--- src/rtl/d2l_link_arbiter.sv ---
// d2l_link_arbiter: round-robin arbiter and transaction sequencer sharing one
// D2L serial link between NUM_REQ requesters.
//   clk, rst        : clock, asynchronous active-high reset
//   req, req_data   : per-requester request level and 64-bit payload slices
//   gnt             : one-hot grant, LAUNCH through RESP
//   rsp_valid       : one-cycle response pulse to the granted requester
//   rsp_data        : response word (0 on timeout)
//   rsp_timeout     : transaction was aborted by the WAIT timeout
//   busy            : not in IDLE
//   link_out_en     : one-cycle start pulse to the link
//   link_data_in    : payload to the link, held until the next grant
//   link_done       : link completion, asynchronous to clk
//   link_data_out   : link receive word, stable once link_done rises
module d2l_link_arbiter #(
  parameter int NUM_REQ        = 4,
  parameter int TIMEOUT_CYCLES = 1024
) (
  input  logic                    clk,
  input  logic                    rst,
  input  logic [NUM_REQ-1:0]      req,
  input  logic [NUM_REQ*64-1:0]   req_data,
  output logic [NUM_REQ-1:0]      gnt,
  output logic [NUM_REQ-1:0]      rsp_valid,
  output logic [63:0]             rsp_data,
  output logic                    rsp_timeout,
  output logic                    busy,
  output logic                    link_out_en,
  output logic [63:0]             link_data_in,
  input  logic                    link_done,
  input  logic [63:0]             link_data_out
);

  localparam int IW = (NUM_REQ > 1) ? $clog2(NUM_REQ) : 1;
  localparam int CW = (TIMEOUT_CYCLES > 2) ? $clog2(TIMEOUT_CYCLES) : 1;
  localparam logic [CW-1:0] CNT_LAST = (TIMEOUT_CYCLES == 0) ? '0 : CW'(TIMEOUT_CYCLES - 1);
  localparam logic [IW-1:0] LAST_RST = IW'(NUM_REQ - 1);

  typedef enum logic [1:0] {
    S_IDLE,
    S_LAUNCH,
    S_WAIT,
    S_RESP
  } state_t;

  state_t        state_q, state_d;
  logic [IW-1:0] last_q, last_d;
  logic [IW-1:0] idx_q, idx_d;
  logic [63:0]   data_in_q, data_in_d;
  logic [63:0]   rsp_data_q, rsp_data_d;
  logic          to_q, to_d;
  logic [CW-1:0] cnt_q, cnt_d;
  logic          d1_q, d2_q, d3_q;

  logic          done_evt;
  logic          found;
  logic [IW-1:0] win;
  int unsigned   cand;

  assign done_evt = d2_q & ~d3_q;

  // Rotating priority: scan last+1, last+2, ... wrapping, first hit wins.
  always_comb begin
    found = 1'b0;
    win   = last_q;
    cand  = 0;
    for (int unsigned i = 1; i <= NUM_REQ; i++) begin
      cand = (int'(last_q) + i) % NUM_REQ;
      if (!found && req[cand]) begin
        found = 1'b1;
        win   = IW'(cand);
      end
    end
  end

  always_comb begin
    state_d    = state_q;
    last_d     = last_q;
    idx_d      = idx_q;
    data_in_d  = data_in_q;
    rsp_data_d = rsp_data_q;
    to_d       = to_q;
    cnt_d      = cnt_q;
    unique case (state_q)
      S_IDLE: begin
        if (found) begin
          state_d   = S_LAUNCH;
          idx_d     = win;
          last_d    = win;
          data_in_d = req_data[int'(win)*64 +: 64];
          to_d      = 1'b0;
        end
      end
      S_LAUNCH: begin
        cnt_d   = '0;
        to_d    = 1'b0;
        state_d = S_WAIT;
      end
      S_WAIT: begin
        // Completion is checked first so it wins over a coincident timeout.
        if (done_evt) begin
          rsp_data_d = link_data_out;
          to_d       = 1'b0;
          state_d    = S_RESP;
        end else if ((TIMEOUT_CYCLES != 0) && (cnt_q == CNT_LAST)) begin
          rsp_data_d = '0;
          to_d       = 1'b1;
          state_d    = S_RESP;
        end else begin
          cnt_d = cnt_q + CW'(1);
        end
      end
      S_RESP: begin
        state_d = S_IDLE;
      end
      default: state_d = S_IDLE;
    endcase
  end

  always_ff @(posedge clk or posedge rst) begin
    if (rst) begin
      state_q    <= S_IDLE;
      last_q     <= LAST_RST;
      idx_q      <= '0;
      data_in_q  <= '0;
      rsp_data_q <= '0;
      to_q       <= 1'b0;
      cnt_q      <= '0;
      d1_q       <= 1'b0;
      d2_q       <= 1'b0;
      d3_q       <= 1'b0;
    end else begin
      state_q    <= state_d;
      last_q     <= last_d;
      idx_q      <= idx_d;
      data_in_q  <= data_in_d;
      rsp_data_q <= rsp_data_d;
      to_q       <= to_d;
      cnt_q      <= cnt_d;
      d1_q       <= link_done;
      d2_q       <= d1_q;
      d3_q       <= d2_q;
    end
  end

  always_comb begin
    gnt       = '0;
    rsp_valid = '0;
    if (state_q != S_IDLE) begin
      gnt[idx_q] = 1'b1;
    end
    if (state_q == S_RESP) begin
      rsp_valid[idx_q] = 1'b1;
    end
  end

  assign busy         = (state_q != S_IDLE);
  assign link_out_en  = (state_q == S_LAUNCH);
  assign link_data_in = data_in_q;
  assign rsp_data     = rsp_data_q;
  assign rsp_timeout  = (state_q == S_RESP) && to_q;

endmodule

--- config.mk ---
export PLATFORM = sky130hd
export DESIGN_NAME = d2l_link_arbiter
export DESIGN_NICKNAME = d
export VERILOG_FILES = /design/src/rtl/d2l_link_arbiter.sv
export SDC_FILE = /design/constraint.sdc
export NUM_CORES = 1
export LEC_CHECK = 0
export BUFFER_PORTS_ARGS = -buffer_cell sky130_fd_sc_hd__buf_2
export CORE_AREA = 5 5 180 182
export CTS_CLUSTER_DIAMETER = 50
export DETAILED_ROUTE_END_ITERATION = 8
export DIE_AREA = 0 0 185 187
export MAX_ROUTING_LAYER = met4
export PLACE_DENSITY_LB_ADDON = 0.2
export SLEW_MARGIN = 20
export SYNTH_ARGS = -nofsm -noshare
export SYNTH_HDL_FRONTEND = slang
export SYNTH_SLANG_ARGS = --single-unit
export TNS_END_PERCENT = 30
--- constraint.sdc ---
create_clock -name clk -period 4.2 [get_ports clk]
set_input_delay 0.42 -clock clk [delete_from_list [all_inputs] [get_ports clk]]
set_output_delay 0.42 -clock clk [all_outputs]
set_load 0.05 [all_outputs]
Yosys cells after proc, flatten, opt, wreduce, memory -nomap -nowiden
Index checks and enable logic that the tools add are counted.
{"block": "op_classes", "n_addsub": 5, "magnitude_cmp": 6, "eq_ne": 8, "shifts": 1, "muxes": 33, "bitwise": 2, "n_reduce_logical": 18}
{"cell": "$shiftx 256x9->64", "n": 1}
{"cell": "$mux 64", "n": 2}
{"cell": "$mux 10", "n": 2}
{"cell": "$pmux 10 s2", "n": 1}
{"cell": "$lt 2x3->1 const B", "n": 5}
{"cell": "$mux 2", "n": 7}
{"cell": "$mux 1", "n": 12}
{"cell": "$add 10x1->10 const B", "n": 1}
{"cell": "$eq 10x10->1 const B", "n": 1}
{"cell": "$bmux 1 s2", "n": 4}
{"cell": "$mux 4", "n": 2}
{"cell": "$pmux 2 s4", "n": 1}
{"cell": "$ne 2x2->1 const B", "n": 3}
{"cell": "$reduce_and 2->1", "n": 3}
{"cell": "$reduce_and 3->1", "n": 2}
{"cell": "$reduce_bool 2->1", "n": 3}
{"cell": "$logic_and 1x1->1", "n": 5}
{"cell": "$add 2x1->2 const B", "n": 2}
{"cell": "$add 2x2->2 const B", "n": 2}
{"cell": "$eq 2x2->1 const B", "n": 2}
{"cell": "$logic_not 1->1", "n": 3}
{"cell": "$ne 3x3->1 const B", "n": 1}
{"cell": "$pmux 1 s3", "n": 1}
{"cell": "$reduce_bool 3->1", "n": 1}
{"cell": "6 further kinds", "n": 6}
{"block": "totals", "regBits": 148, "output_inout_bits": 139}

Logic depth before layout (Yosys ltp)
Gate-level depths: netlist of the first run.
{"block": "depth", "ltp_word": 15, "mapped_depth": 9, "mapped_depth_nobuf": 7}

Worst setup path before layout of the first run
No wires, ideal clock.
{"block": "synth_path", "path_kind": "register to output", "startpoint": "register state_q[0]", "endpoint": "output gnt[1]", "arrival_time_ns": 1.889, "setup_slack_ns": 1.891, "stages_incl_launch_ff": 4, "cell_sequence": "dfrtp_1 inv_1 ha_1 nor3b_1"}
{"block": "synth_between", "elab_chain_len": 2}
{"item": "from (decl)", "line": "45", "source": "state_t state_q, state_d;"}
{"item": "from (signal assigned)", "line": "132", "source": "state_q <= state_d;"}
{"item": "$reduce_bool 2->1", "line": "148", "source": "if (state_q != S_IDLE) begin"}
{"item": "$mux 4", "line": "148"}
{"item": "to (decl)", "line": "22", "source": "output logic [NUM_REQ-1:0] gnt,"}
No other way between the ends.

Worst setup path after layout of the first run
{"block": "layout_path", "startpoint": "register state_q[0]", "endpoint": "register data_in_q[43], in the netlist link_data_in[43]"}
{"block": "layout_between", "elab_chain_len": 2}
{"item": "$logic_not 2->1", "line": "83", "source": "unique case (state_q)"}
{"item": "$reduce_and 2->1 (no line)"}
{"item": "to (signal assigned)", "line": "135", "source": "data_in_q <= data_in_d;"}
{"item": "to (decl)", "line": "48", "source": "logic [63:0] data_in_q, data_in_d;"}
No other way between the ends.
A chain may end at the register's enable or synchronous reset.

==> results.py, run 1 <==
metrics = {
    "status": {
        "status": "complete, no violations",
    },
    "job": {
        "cap_violations": 0,
    },
    "yosys": {
        "syn_area_um2": 7352,
        "ys_warn_count": 0,
        "ys_types": 43,
        "synth-seq-area-share": 0.5041,
        "synthArstFlopShare": 1.000,
        "avgSynthCellArea_um2": 11.71,
        "synth_enable_flop_cells": 0,
        "synth_flop_cell": "dfrtp_1",
        "syn_inst": 628,
        "syn_nets": 961,
        "ys_seq_elements": 148,
    },
    "worst_setup_path": {
        "timing.rr.start": "state_q[0]",
        "path_class": "flop to flop",
        "r2r_slack_ns": 1.59,
        "required_ns": 4.52,
        "crit_fanout": 33,
        "critPathLaunchType": "flop",
        "reg2reg_depth": 7,
        "arrival_ns": 2.94,
        "crit_path_end_kind": "flop",
        "r2r_end": "link_data_in[43]",
    },
    "sta": {
        "hold_viol": 0,
        "tns_ns": 0,
        "worstMarginPinSlew_ns": 0.8467,
        "max_freq_mhz": 382.7,
        "rsz0062_at_grt": "false",
        "period_needed_ns": 2.613,
        "finalSetupViolCount": 0,
        "slew_headroom": 0.4355,
        "holdWs_ns": 0.06257,
        "skew_ns": 0.01211,
        "post-route-period-util": 0.6222,
        "report.final.slew_viol_count": 0,
    },
    "clock_network": {
        "clock-root-buffer": "clkbuf_16",
        "cts_sinks": 148,
        "cts_setup_buffers": 0,
        "cts_buffer_depth": 2,
        "cts_hold_buf": 0,
        "cts.htree.levels": 4,
        "ctsResizeCount": 0,
        "clk_pin_slew_ns": 0.07,
        "cts_buffers": 17,
        "cts_tree": "built",
        "clk_latency_ns": 0.43,
    },
    "floorplan": {
        "core-area_um2": 30430,
        "die_y_um": 187,
        "boundaryPins": 466,
        "dieArea_um2": 34600,
        "fp.dieW_um": 185,
        "rows": 64,
        "initial_core_util": 0.2416,
    },
    "drt": {
        "drt_iter0_markers": 285,
        "firstDrtPassIters": 4,
        "drcViolationCount": 0,
        "avgRoutedWirePerCell_um": 18.65,
        "vias_per_cell": 4.646,
        "vias": 6895,
        "ant_nets": 0,
        "routed_wl_um": 27680,
    },
    "placed_design": {
        "portBuffers": 465,
        "place.gp.congestion": 0.7707,
        "dp_hpwl_um": 21020,
    },
    "layout": {
        "final_nets": 1405,
        "layout_common_cells": "buf_2 (465), dfrtp_1 (146), mux2i_1 (129)",
        "area_delta_synth_final_pct": 43.86,
        "fill_cells": 3142,
        "layout-drive-gt1-share": 0.4811,
        "final_common_cell": "buf_2",
    },
    "global_routing": {
        "grt_overflow": 0,
        "grt_pass1_wl_um": 41810,
        "grt_pass1_vias": 7423,
        "grt_start_max_net_pins": 82,
        "antenna_found_initial": 3,
        "track_usage": 0.1575,
    },
    "pwr": {
        "powerDensity_nw_per_um2": 887.8,
        "p_leak_nw": 5.689,
        "ir_worst_vdd_v": 0.0004024,
    },
    "hold_path": {
        "holdCritPathClass": "input pin to asynchronous set/reset pin",
    },
}
## area by class of cell
cell class,instances,area (µm²),share of cell area
timing repair buffer,478,2450,0.2316
antenna,3,7.507,0.0007098
multi-input combinational,415,3303,0.3123
clock buffer,17,425.4,0.04022
sequential,148,3706,0.3504
clock inverter,15,140.1,0.01325
inverter,12,48.80,0.004614
tap,396,495.5,0.04685
## worst max-delay path, stage by stage (launching register included)
cell,delay (ns)
dfrtp_1,0.43
inv_1,0.13
ha_1,0.32
inv_1,0.11
a21oi_1,0.30
nand2b_2,0.53
buf_4,0.43
o221ai_1,0.23
## worst max path at each step
stage / from / end / depth (start not counted)
2_1_floorplan: state_q[0] / gnt[1] / 3
3_3_place_gp: req[0] / link_data_in[13] / 8
3_5_place_dp: state_q[0] / link_data_in[43] / 7
4_1_cts: state_q[0] / link_data_in[43] / 7
5_1_grt: state_q[0] / link_data_in[63] / 7
6_report: state_q[0] / link_data_in[43] / 7
## kinds of logic after synthesis
logic type | synth area share
simple gates | 0.07522
compound gates | 0.1840
buf+inv | 0.04935
flops | 0.5041
mux | 0.1772
fa+ha+maj | 0.01021
## Yosys cell counts (2+ instances only)
| master | n | share of area |
|---|---|---|
| mux2i_1 | 129 | 0.18 |
| nor3_1 | 2 | 0.0014 |
| nor3b_1 | 3 | 0.0031 |
| a21oi_1 | 6 | 0.0041 |
| nand2b_1 | 4 | 0.0034 |
| o211ai_1 | 3 | 0.0031 |
| and2_1 | 2 | 0.0017 |
| nand4_1 | 2 | 0.0017 |
| buf_6 | 14 | 0.021 |
| inv_1 | 12 | 0.0061 |
| dfstp_2 | 2 | 0.0071 |
| o21ai_0 | 4 | 0.0027 |
| ha_1 | 6 | 0.010 |
| dfrtp_1 | 146 | 0.50 |
| nor2_1 | 7 | 0.0036 |
| and3b_1 | 2 | 0.0024 |
| o21ai_1 | 3 | 0.0020 |
| a31oi_1 | 2 | 0.0017 |
| or4_1 | 4 | 0.0041 |
| o221ai_1 | 64 | 0.076 |
| buf_2 | 10 | 0.0068 |
| nand2_1 | 79 | 0.040 |
| nand3_1 | 7 | 0.0048 |
| clkbuf_1 | 28 | 0.014 |
| and3_1 | 4 | 0.0034 |
| a22o_1 | 65 | 0.077 |
| a22oi_1 | 2 | 0.0020 |
## state kept, by name, summed over array words and instances (netlist names)
signal	flops
cnt_q	10
d1_q	1
d2_q	1
d3_q	1
idx_q	2
last_q	2
link_data_in	64
rsp_data	64
state_q	2
to_q	1
## metrics by stage
| stage | cells | setup WS (ns) | total power, mW | utilization | instance area [µm²] |
|---|---|---|---|---|---|
| finish | 1484 | 1.587 | 9.389 | 0.3476 | 10580 |
| global route | 1484 | 1.356 | 9.945 | 0.3476 | 10580 |
| CTS | 1481 | 1.574 | 9.525 | 0.3473 | 10570 |
| detailed placement | 1449 | 1.569 | 7.990 | 0.3287 | 10000 |
| global placement | 1449 | 1.679 | 7.955 | 0.3287 | 10000 |
| floorplan | 628 | 1.891 | 6.642 | - | 7356 |
## where the power goes
group	switching, mW	total (mW)	internal [mW]
Sequential	0.364	2.44	2.08
Combinational	3.89	5.46	1.57
Clock	0.699	1.48	0.785
Total	4.96	9.39	4.43
## metal layers
layer | up-vias | share of wire | wire, µm | GRT usage
li1 | 3292 | - | - | -
met1 | 3277 | 0.40 | 11010 | 0.1868
met2 | 305 | 0.50 | 13950 | 0.2685
met3 | 21 | 0.083 | 2302 | 0.03676
met4 | 0 | 0.015 | 411 | 0.04122
met5 | - | 0 | 0 | -
Power figures use the tool's default switching activity.
==> inputs of run 2 (changes only) <==
Settings changed: CORE_AREA 5 5 180 182 to 5 5 177 179, DIE_AREA 0 0 185 187 to 0 0 182 184.
Clock period 4.2 ns to 2.48 ns, I/O delays scaled along.
==> run 2 against run 1 <==
Against the previous run: via count rose by 1.1%; clock-buffer cell count unchanged; worst hold slack worse by 0.029 ns; largest cell class unchanged; largest power group unchanged.
==> results.py, run 2 (synthesis results as in run 1) <==
metrics = {
    "clock_network": {
        "clock-root-buffer": "clkbuf_16",
        "clk_pin_slew_ns": 0.08,
        "cts_buffer_depth": 2,
        "cts.htree.levels": 4,
        "cts_buffers": 17,
        "cts_sinks": 148,
        "clk_latency_ns": 0.43,
        "cts_tree": "built",
        "cts_hold_buf": 2,
        "cts_setup_buffers": 0,
        "ctsResizeCount": 0,
    },
    "global_routing": {
        "grt_overflow": 0,
        "grt_start_max_net_pins": 93,
        "track_usage": 0.1605,
        "grt_pass1_wl_um": 41430,
        "grt_pass1_vias": 7221,
        "antenna_found_initial": 2,
    },
    "drt": {
        "avgRoutedWirePerCell_um": 18.78,
        "drt_iter0_markers": 323,
        "vias": 6968,
        "vias_per_cell": 4.664,
        "ant_nets": 0,
        "routed_wl_um": 28050,
        "firstDrtPassIters": 4,
        "drcViolationCount": 0,
    },
    "sta": {
        "finalSetupViolCount": 0,
        "worstMarginPinSlew_ns": 0.7419,
        "report.final.slew_viol_count": 0,
        "rsz0062_at_grt": "false",
        "tns_ns": 0,
        "max_freq_mhz": 463.7,
        "skew_ns": 0.01923,
        "slew_headroom": 0.5054,
        "hold_viol": 0,
        "period_needed_ns": 2.157,
        "post-route-period-util": 0.8696,
        "holdWs_ns": 0.03407,
    },
    "placed_design": {
        "placed_area_um2": 10170,
        "portBuffers": 465,
        "place.gp.congestion": 0.8539,
        "dp_hpwl_um": 21520,
    },
    "worst_setup_path": {
        "arrival_ns": 2.43,
        "crit_fanout": 25,
        "required_ns": 2.76,
        "crit_path_end_kind": "flop",
        "path_class": "flop to flop",
        "r2r_slack_ns": 0.32,
        "critPathLaunchType": "flop",
    },
    "status": {
        "status": "complete, no violations",
    },
    "floorplan": {
        "initial_core_util": 0.2501,
        "dieArea_um2": 33490,
        "boundaryPins": 466,
        "fp.dieW_um": 182,
        "die_y_um": 184,
        "rows": 63,
        "core-area_um2": 29400,
    },
    "layout": {
        "final_util": 0.3674,
        "final_nets": 1422,
        "finish.instance_area_um2": 10800,
        "layout-drive-gt1-share": 0.4873,
        "fill_cells": 3009,
        "area_delta_synth_final_pct": 46.94,
        "layout_common_cells": "buf_2 (465), dfrtp_1 (146), mux2i_1 (129)",
        "final_common_cell": "buf_2",
    },
    "pwr": {
        "p_leak_nw": 5.814,
        "powerDensity_nw_per_um2": 1512,
        "ir_worst_vdd_v": 0.0007379,
        "p_total_mw": 16.33,
    },
    "hold_path": {
        "holdCritPathClass": "input pin to flop",
    },
    "job": {
        "cap_violations": 0,
    },
}
-- run 2: changes by cell type in the layout (fill, tap and decap cells not counted), moves of 2 or more --
cell and delta:
clkinv_2 -2, buf_4 +10, buf_12 +5, clkinv_8 +4, dlygate4sd3_1 +2
-- run 2: final timing paths --
kind                              startpoint          endpoint  cells after the start
max                                last_q[1]  link_data_in[57]                      7
min                        link_data_out[36]      rsp_data[36]                      2
min in group asynchronous                rst       rsp_data[0]                      4
max reg2reg                        last_q[1]  link_data_in[57]                      7
min reg2reg                             d1_q              d2_q                      0
max in group asynchronous                rst  link_data_in[59]                      4
-- run 2: final cells by class --
cell class                      count  area, µm²  share of cell area
Antenna cell                        2      5.005           0.0004633
Clock buffer                       17      425.4             0.03938
Clock inverter                     15      181.4             0.01679
Inverter                           12      48.80            0.004517
Multi-Input combinational cell    415       3303              0.3058
Sequential cell                   148       3706              0.3431
Tap cell                          390      488.0             0.04517
Timing Repair Buffer              495       2645              0.2448
-- run 2: per-stage QoR --
stage | setup slack, ns | instances
after detailed placement | 0.3501 | 1458
after CTS | 0.3297 | 1492
after global routing | 0.1507 | 1494
after global placement | 0.3733 | 1458
after floorplan | 0.3427 | 628
final | 0.3235 | 1494
-- run 2: per-layer routing --
| layer | global-route usage | vias up | wire length (µm) |
|---|---|---|---|
| met3 | 0.03502 | 18 | 1683 |
| met5 | - | - | 0 |
| met1 | 0.2049 | 3355 | 12040 |
| met2 | 0.2594 | 278 | 13890 |
| met4 | 0.04353 | 0 | 433 |
| li1 | - | 3317 | - |
-- run 2: power by group --
group,internal (mW),switching (mW),leakage (nW)
clock network,1.37,1.28,0.296
logic,2.89,6.62,3.68
registers,3.52,0.650,1.84
total,7.79,8.55,5.81
-- run 2: worst max-delay path, stage by stage (launching register included) --
cell      delay, ns
dfstp_2        0.57
inv_1          0.08
a22oi_1        0.27
o221ai_4       0.14
buf_12         0.18
buf_4          0.25
mux2i_1        0.29
o221ai_1       0.18
